### src/rtl/muldiv_sequencer_pkg.sv
// Shared types for the mul/div sequencer.
// Widths are fixed at 32-bit data, 5-bit tag.
package muldiv_sequencer_pkg;

  localparam int DW = 32;
  localparam int TW = 5;

  localparam logic [DW-1:0] DIV_ZERO_QUOT = 32'hFFFF_FFFF;

  typedef enum logic [2:0] {
    OP_MUL  = 3'd0,
    OP_UDIV = 3'd1,
    OP_SDIV = 3'd2,
    OP_UMOD = 3'd3,
    OP_SMOD = 3'd4
  } muldiv_op_e;

  typedef enum logic [1:0] {
    S_IDLE  = 2'd0,
    S_ISSUE = 2'd1,
    S_WAIT  = 2'd2,
    S_DONE  = 2'd3
  } state_e;

  typedef struct packed {
    logic [2:0]    op;
    logic [DW-1:0] a;
    logic [DW-1:0] b;
    logic [TW-1:0] tag;
  } port_in_t;

  typedef struct packed {
    logic [DW-1:0] data;
    logic [TW-1:0] tag;
  } port_out_t;

endpackage

### src/rtl/muldiv_op_decode.sv
// Opcode classifier for the mul/div sequencer.
// Purely combinational.
module muldiv_op_decode
  import muldiv_sequencer_pkg::*;
(
  input  logic [2:0] op,
  output logic       is_mul,
  output logic       is_div,
  output logic       is_signed,
  output logic       want_rem,
  output logic       illegal
);

  always_comb begin
    is_mul    = 1'b0;
    is_div    = 1'b0;
    is_signed = 1'b0;
    want_rem  = 1'b0;
    illegal   = 1'b0;
    unique case (1'b1)
      op == OP_MUL:  is_mul = 1'b1;
      op == OP_UDIV: is_div = 1'b1;
      op == OP_SDIV: begin
        is_div    = 1'b1;
        is_signed = 1'b1;
      end
      op == OP_UMOD: begin
        is_div   = 1'b1;
        want_rem = 1'b1;
      end
      op == OP_SMOD: begin
        is_div    = 1'b1;
        is_signed = 1'b1;
        want_rem  = 1'b1;
      end
      default: illegal = 1'b1;
    endcase
  end

endmodule

### src/rtl/muldiv_sequencer.sv
// Sequences the shared multiplier / divider behind one handshake.
// MULDIV_DIV_ZERO_BYPASS_EN: divide by zero answered without the divider.
module muldiv_sequencer
  import muldiv_sequencer_pkg::*;
#(
  parameter int DATA_WIDTH = 32,
  parameter int TAG_WIDTH  = 5
) (
  input  logic                  clk,
  input  logic                  rst_n,
  input  logic                  in_valid,
  output logic                  in_ready,
  input  logic [2:0]            in_op,
  input  logic [DATA_WIDTH-1:0] in_a,
  input  logic [DATA_WIDTH-1:0] in_b,
  input  logic [TAG_WIDTH-1:0]  in_tag,
  output logic                  out_valid,
  input  logic                  out_ready,
  output logic [DATA_WIDTH-1:0] out_data,
  output logic [TAG_WIDTH-1:0]  out_tag,
  output logic                  out_busy,
  output logic                  mul_enable,
  output logic [31:0]           mul_x,
  output logic [31:0]           mul_y,
  input  logic                  mul_can_accept_cmd,
  input  logic                  mul_data_ready,
  input  logic [31:0]           mul_prod,
  output logic                  div_enable,
  output logic                  div_unsgn_or_sgn,
  output logic [31:0]           div_num,
  output logic [31:0]           div_denom,
  input  logic                  div_can_accept_cmd,
  input  logic                  div_data_ready,
  input  logic [31:0]           div_quot,
  input  logic [31:0]           div_rem
);

  state_e    state_q, state_d;
  port_in_t  cmd_q;
  port_out_t res_q;

  logic [2:0] dec_op;
  logic       is_mul, is_div, is_signed;
  logic       want_rem, illegal;
  logic       bypass, early;
  logic       sel_accept, sel_ready, finish;
  logic [DW-1:0] early_data, unit_data;

  // In IDLE decode the incoming op, otherwise the held one
  assign dec_op = (state_q == S_IDLE) ? in_op : cmd_q.op;

  muldiv_op_decode u_dec (
    .op        (dec_op),
    .is_mul    (is_mul),
    .is_div    (is_div),
    .is_signed (is_signed),
    .want_rem  (want_rem),
    .illegal   (illegal)
  );

`ifdef MULDIV_DIV_ZERO_BYPASS_EN
  assign bypass = is_div && (in_b == '0);
`else
  assign bypass = 1'b0;
`endif

  assign early = illegal || bypass;

  assign early_data = illegal  ? '0
                    : want_rem ? in_a
                    : DIV_ZERO_QUOT;

  assign sel_accept = is_mul ? mul_can_accept_cmd
                             : div_can_accept_cmd;
  assign sel_ready  = is_mul ? mul_data_ready
                             : div_data_ready;
  assign finish     = sel_accept && sel_ready;

  assign unit_data = is_mul   ? mul_prod
                   : want_rem ? div_rem
                   : div_quot;

  always_ff @(posedge clk or negedge rst_n) begin
    if (!rst_n) state_q <= S_IDLE;
    else        state_q <= state_d;
  end

  always_comb begin
    state_d = state_q;
    unique case (state_q)
      S_IDLE:
        if (in_valid)
          state_d = early ? S_DONE : S_ISSUE;
      S_ISSUE:
        if (sel_accept) state_d = S_WAIT;
      S_WAIT:
        if (finish) state_d = S_DONE;
      S_DONE:
        if (out_ready) state_d = S_IDLE;
      default: state_d = S_IDLE;
    endcase
  end

  always_comb begin
    in_ready         = (state_q == S_IDLE);
    out_valid        = (state_q == S_DONE);
    out_busy         = (state_q != S_IDLE);
    mul_enable       = 1'b0;
    div_enable       = 1'b0;
    div_unsgn_or_sgn = 1'b0;
    if (state_q != S_IDLE)
      div_unsgn_or_sgn = is_signed;
    if (state_q == S_ISSUE) begin
      mul_enable = is_mul && mul_can_accept_cmd;
      div_enable = is_div && div_can_accept_cmd;
    end
  end

  always_ff @(posedge clk or negedge rst_n) begin
    if (!rst_n) begin
      cmd_q <= '0;
      res_q <= '0;
    end else begin
      if (state_q == S_IDLE && in_valid) begin
        cmd_q.op  <= in_op;
        cmd_q.a   <= in_a;
        cmd_q.b   <= in_b;
        cmd_q.tag <= in_tag;
        if (early) begin
          res_q.data <= early_data;
          res_q.tag  <= in_tag;
        end
      end
      if (state_q == S_WAIT && finish) begin
        res_q.data <= unit_data;
        res_q.tag  <= cmd_q.tag;
      end
    end
  end

  assign out_data  = res_q.data;
  assign out_tag   = res_q.tag;
  assign mul_x     = cmd_q.a;
  assign mul_y     = cmd_q.b;
  assign div_num   = cmd_q.a;
  assign div_denom = cmd_q.b;

endmodule

### config.mk
export PLATFORM = sky130hd
export DESIGN_NAME = muldiv_sequencer
export DESIGN_NICKNAME = d
export VERILOG_FILES = /design/src/rtl/muldiv_sequencer_pkg.sv /design/src/rtl/muldiv_op_decode.sv /design/src/rtl/muldiv_sequencer.sv
export SDC_FILE = /design/constraint.sdc
export NUM_CORES = 1
export LEC_CHECK = 0
export ABC_AREA = 1
export BUFFER_PORTS_ARGS = -buffer_cell sky130_fd_sc_hd__buf_2
export CAP_MARGIN = 20
export CORE_AREA = 2 2 133 135
export CTS_CLUSTER_SIZE = 40
export DETAILED_ROUTE_END_ITERATION = 10
export DIE_AREA = 0 0 135 137
export PLACE_DENSITY = 0.79
export SYNTH_ARGS = -nofsm -noshare
export SYNTH_HDL_FRONTEND = slang
export SYNTH_HIERARCHICAL = 1
export SYNTH_SLANG_ARGS = --single-unit
export TNS_END_PERCENT = 50
### constraint.sdc
create_clock -name clk -period 6.3 [get_ports clk]
set_input_delay 0.63 -clock clk [delete_from_list [all_inputs] [get_ports clk]]
set_output_delay 0.63 -clock clk [all_outputs]
set_load 0.01 [all_outputs]
* Yosys cells after proc, flatten, opt, wreduce, memory -nomap -nowiden
Cells that the tools add are included.
** Cells by class
- Mux-type cells :: 21
- Reduce and logical (&&, ||, !) cells :: 15
- Equal/unequal tests :: 12
** Operators by type and width (number)
- 37-bit 2-to-1 mux :: 3
- 32-bit 2-to-1 mux :: 2
- 2-bit 2-to-1 mux :: 5
- 1-bit 2-to-1 mux :: 9
- 2-bit one-hot mux with 4 select lines :: 1
- 3-bit by 2-bit == test with 1-bit output (second input constant) :: 2
- 2-bit != test (second input constant) :: 3
- 1-bit logical AND :: 5
- 5-bit OR reduction :: 1
- 2-bit == test (second input constant) :: 2
- 2-bit by 1-bit != test with 1-bit output (second input constant) :: 2
- 4-bit AND reduction :: 1
- 2-bit nonzero test :: 2
- 2-bit OR reduction :: 2
- 4-bit OR reduction :: 1
- 3-bit by 1-bit == test with 1-bit output (second input constant) :: 1
- 3-bit == test (second input constant) :: 1
- 3-bit logical NOT :: 1
- 3-bit 2-to-1 mux :: 1
- 2-bit by 1-bit == test with 1-bit output (second input constant) :: 1
- 2-bit logical NOT :: 1
- 2-bit AND reduction :: 1
** Storage, ports and cells
- Word-level logic and storage cells :: 55
- Input bits :: 176
- Flip-flop bits (word level) :: 111
- Output and inout port bits :: 171

* Logic depth before layout (Yosys ltp)
- Depth after elaboration :: 9
- Depth in mapped cells :: 15
- Mapped depth without buffers :: 14

* Hierarchy
Netlist, hierarchy kept.
** By module, submodules not included
- muldiv_sequencer :: cells an instance 806, seq. area each 2777.7 um^2, times used 1, area an instance 6412.4 um^2
- muldiv_op_decode :: cells an instance 11, seq. area each 0.0 um^2, times used 1, area an instance 58.8 um^2

* Least setup slack after synthesis
Ideal clock, no wire load.
- Kind :: reg-to-output
- From :: register state_q[0]
- To :: output port mul_enable
- Arrival time :: 1.824 ns
- Stages on the path, launching flop included :: 9
- Path buffers :: 0
- Data required time :: 5.670 ns
- Slack :: 3.846 ns
- Path through :: dfrtp_1 > inv_1 > ha_1 > inv_1 > nand2_1 > o21ai_0 > nor3_1 > nand2_1 > nor2_1
** Between the ends
- Cells in the longest elaborated chain, start to end :: 6
- Elaborated cells between the ends (all ways) :: 7
- Those cells by class :: eq/ne: 1; mux: 3; reduce/logical: 3
** Ends and longest elaborated chain
- start: declaration :: RTL line muldiv_sequencer.sv:38 : state_e state_q, state_d;
- start signal: assignment :: RTL line muldiv_sequencer.sv:85 : else state_q <= state_d;
- 2-bit logical NOT
- named net in_ready :: RTL line muldiv_sequencer.sv:12 : output logic in_ready,
- 3-bit 2-to-1 mux :: RTL line muldiv_sequencer.sv:50 : assign dec_op = (state_q == S_IDLE) ? in_op : cmd_q.op;
- named net dec_op[0] :: RTL line muldiv_sequencer.sv:42 : logic [2:0] dec_op;
- 3-bit logical NOT :: RTL line muldiv_op_decode.sv:21 : op == OP_MUL: is_mul = 1'b1;
- 1-bit 2-to-1 mux :: RTL line muldiv_op_decode.sv:20 : unique case (1'b1)
- named net is_mul :: RTL line muldiv_sequencer.sv:43 : logic is_mul, is_div, is_signed;
- 1-bit logical AND :: RTL line muldiv_sequencer.sv:114 : mul_enable = is_mul && mul_can_accept_cmd;
- 1-bit 2-to-1 mux :: RTL line muldiv_sequencer.sv:113 : if (state_q == S_ISSUE) begin
- end: declaration :: RTL line muldiv_sequencer.sv:22 : output logic mul_enable,
The timed path passes the listed nets, and every way through them passes these cells.

* Final worst setup path
- From :: register state_q[0]
- To :: register res_q (netlist bit out_data[7])
** Between the ends
- Cells in the longest elaborated chain, start to end :: 9
- Elaborated cells between the ends (all ways) :: 23
- Those cells by class :: eq/ne: 6; mux: 8; reduce/logical: 9
** Ends and longest elaborated chain
- 2-bit logical NOT * :: RTL line muldiv_sequencer.sv:50
- 3-bit 2-to-1 mux * :: RTL line muldiv_sequencer.sv:50
- named net dec_op[0] :: RTL line muldiv_sequencer.sv:42
- 3-bit logical NOT * :: RTL line muldiv_op_decode.sv:21
- 1-bit 2-to-1 mux * :: RTL line muldiv_op_decode.sv:20
- named net is_mul :: RTL line muldiv_sequencer.sv:43
- 1-bit 2-to-1 mux (on tied branches) :: RTL line muldiv_sequencer.sv:73, muldiv_sequencer.sv:75
- 1-bit logical AND :: RTL line muldiv_sequencer.sv:77 : assign finish = sel_accept && sel_ready;
- 1-bit logical AND :: RTL line muldiv_sequencer.sv:134 : if (state_q == S_WAIT && finish) begin
- 2-bit by 1-bit != test with 1-bit output (no source line) or 2-bit nonzero test (tied branches)
- 2-bit AND reduction (no source line)
- end: declaration :: RTL line muldiv_sequencer.sv:40 : port_out_t res_q;
Mark *: on every way through the listed nets, which the timed path passes. The rest lies on a longest branch.
A chain may end at the register's enable or synchronous reset.

==> impl_metrics.tcl <==
set metrics [dict create \
    outcome "finished, final reports clean" \
    grt_start_max_net_pins 75 \
    tritoncts.num_buffers 9 \
    hold_ws_ps 256 \
    clkTransAtPathRegs_ps 80 \
    irDropWorstVdd_v 0.000335 \
    ys_ff_latch 111 \
    start_util_pct 37.9 \
    rsz0062_at_grt "no" \
    die_area_um2 18500 \
    die_x_um 135 \
    p_int_uw 2190 \
    p_comb_share_pct 54.8 \
    drc 0 \
    fin_skew_ps 13.5 \
    detail_route.iter0.violations 240 \
    finalMaxSlewViolations 0 \
    p_leak_uw 0.00452 \
    vias 5514 \
    cts-resized-gates 0 \
    placed_cells 1222 \
    timing.rr.end "out_data[7]" \
    gp_congestion 0.782 \
    hold_path.class "in2async" \
    cts_tree "built" \
    min_period_over_period_pct 61.3 \
    worst-r2r-cell-count 11 \
    nNetsFinal 1190 \
    async_flop_share_pct 100 \
    viasPerCell 4.44 \
    final-setup-viol-count 0 \
    critPathKind "reg2reg" \
    wl_per_cell_um 12.9 \
    slew_headroom_pct 33.7 \
    grt_pass1_wl_um 23800 \
    total_power_uw 4070 \
    switchingPower_uw 1880 \
    synth_area_leader_cell "dfrtp_1" \
    tightest_slew_ps 994 \
    p_seq_share_pct 31.5 \
    synthTopCellsByCount "nand2_1, buf_4, dfrtp_1" \
    crit_arrival_ps 4070 \
    synth_edf_count 0 \
    yosysSeqAreaShare_pct 42.9 \
    grt_pass1_vias 4804 \
    worstSkewPairLatency_ps 350 \
    ys.flop_type "dfrtp_1" \
    fmax_mhz 259 \
    grt.total_usage_pct 16.4 \
    ant_nets 0 \
    layout-drive-gt1-share_pct 41.5 \
    root_buffer "clkbuf_16" \
    fill_cells 1648 \
    synth_top_cell_area_share_pct 42.9 \
    post_cts_buffers 0 \
    min_period_ps 3860 \
    fin_cells 1241 \
    fp.coreArea_um2 17100 \
    synth.area.top_cells "dfrtp_1, nand2_1, buf_4" \
    port_buffers 346 \
    p_per_area_nw_per_um2 532 \
    netlist_instances 817 \
    endpoint_kind "register" \
    cts.sinks 111 \
    power_frac_clock_pct 13.8 \
    area_delta_synth_final_pct 18.3 \
    ys_warn_count 6 \
    clockBufferDepth 2 \
    regToRegSetupSlack_ps 2440 \
    drt_wl_total_um 16000 \
    max-cap-violations 0 \
    timing.rr.start "state_q[0]" \
    fp.dieH_um 137 \
    cp_data_required_time_ps 6500 \
    postCtsHoldBufs 0 \
    ctsHtreeMaxLevel 3 \
    antenna_found_initial 3 \
    start_kind "register" \
    p_sw_share_pct 46.2 \
    drt_first_pass_iters 4 \
    cp_max_fo 74 \
    hold_violations 0 \
    syn_area_um2 6470 \
    setup_tns_ps 0 \
    syn_area_per_cell_um2 7.92 \
    yosysMostFrequentCell "nand2_1" \
    io_pins 347 \
    post-dp-hpwl_um 12000 \
    num_rows 48 \
    yosysUniqueCellTypes 25 \
    syn_nets 998 \
    grt-ovfl-total 0 \
]
cell usage in the layout (no fill, tap or decap), drive strengths merged:
cell        n
buf       350
clkbuf      9
clkinv      1
clkinvlp    1
dfrtp     111
diode       2
ha          5
inv        29
nand2     343
nand3      75
nand3b      1
nand4       5
nor2        6
nor3        1
o21ai      44
or2        33
cell families (layout without fill, tap and decap cells):
| logic type | after synthesis | count (layout) | synth area share [%] |
|---|---|---|---|
| buf+inv | 193 | 390 | 19.8 |
| fa+ha+maj | 5 | 5 | 0.967 |
| simple gates | 464 | 464 | 31.6 |
| compound gates | 44 | 44 | 4.68 |
| flops | 111 | 111 | 42.9 |
| other cells | 0 | 2 | 0 |
power by group through the flow:
stage                     sequential (µW)  combinational, µW  clock [µW]
after floorplan                      1310               1920           0
after global placement               1280               2170           0
after detailed placement             1290               2230           0
after CTS                            1280               2230         586
after global routing                 1320               2500         614
final                                1280               2230         561
critical path: stages (launching register included):
cell	delay (ps)
dfrtp_1	430
inv_1	120
ha_1	230
inv_1	130
o21ai_0	460
nor3_1	180
inv_2	660
nand2_2	160
nand2_4	160
nand3_4	690
nand3_1	340
o21ai_2	80
worst max path at each step:
stage,startpoint,to,slack [ps],cells past startpoint
2_1_floorplan,state_q[0],mul_enable,3850,8
4_1_cts,state_q[0],out_data[29],2430,11
6_report,state_q[0],out_data[7],2440,11
3_3_place_gp,state_q[0],out_data[22],2670,11
3_5_place_dp,state_q[0],out_data[29],2490,11
5_1_grt,state_q[1],out_data[8],1920,11
registers in the layout, summed over array words and instances (netlist names):
name       cells
div_denom     32
div_num       32
out_data      32
cmd_q          8
out_tag        5
state_q        2
layer usage:
| metal | part of all wire, % | vias up | global-route usage, % |
|---|---|---|---|
| met5 | 0.19 | - | 0 |
| met4 | 2.2 | 4 | 6.42 |
| met3 | 7.2 | 26 | 4.15 |
| met2 | 49 | 221 | 28.8 |
| met1 | 41 | 2456 | 19.3 |
| li1 | - | 2807 | - |
per-stage QoR:
stage / util [%] / instance area, µm² / setup slack, ps
final: 44.9 / 7660 / 2440
after global routing: 44.9 / 7650 / 1920
after CTS: 44.7 / 7620 / 2430
after detailed placement: 43.0 / 7340 / 2490
after global placement: 42.9 / 7310 / 2670
after floorplan: - / 6470 / 3850
area by class of cell:
class,count,area (µm²),area share (%)
clock inverter,7,61.3,0.801
clock buffer,9,225,2.94
inverter,24,90.1,1.18
tap,225,282,3.68
timing repair buffer,350,1800,23.6
multi-input combinational,513,2410,31.5
antenna,2,5.00,0.0654
sequential,111,2780,36.3
(Power assumes the default switching activity.)
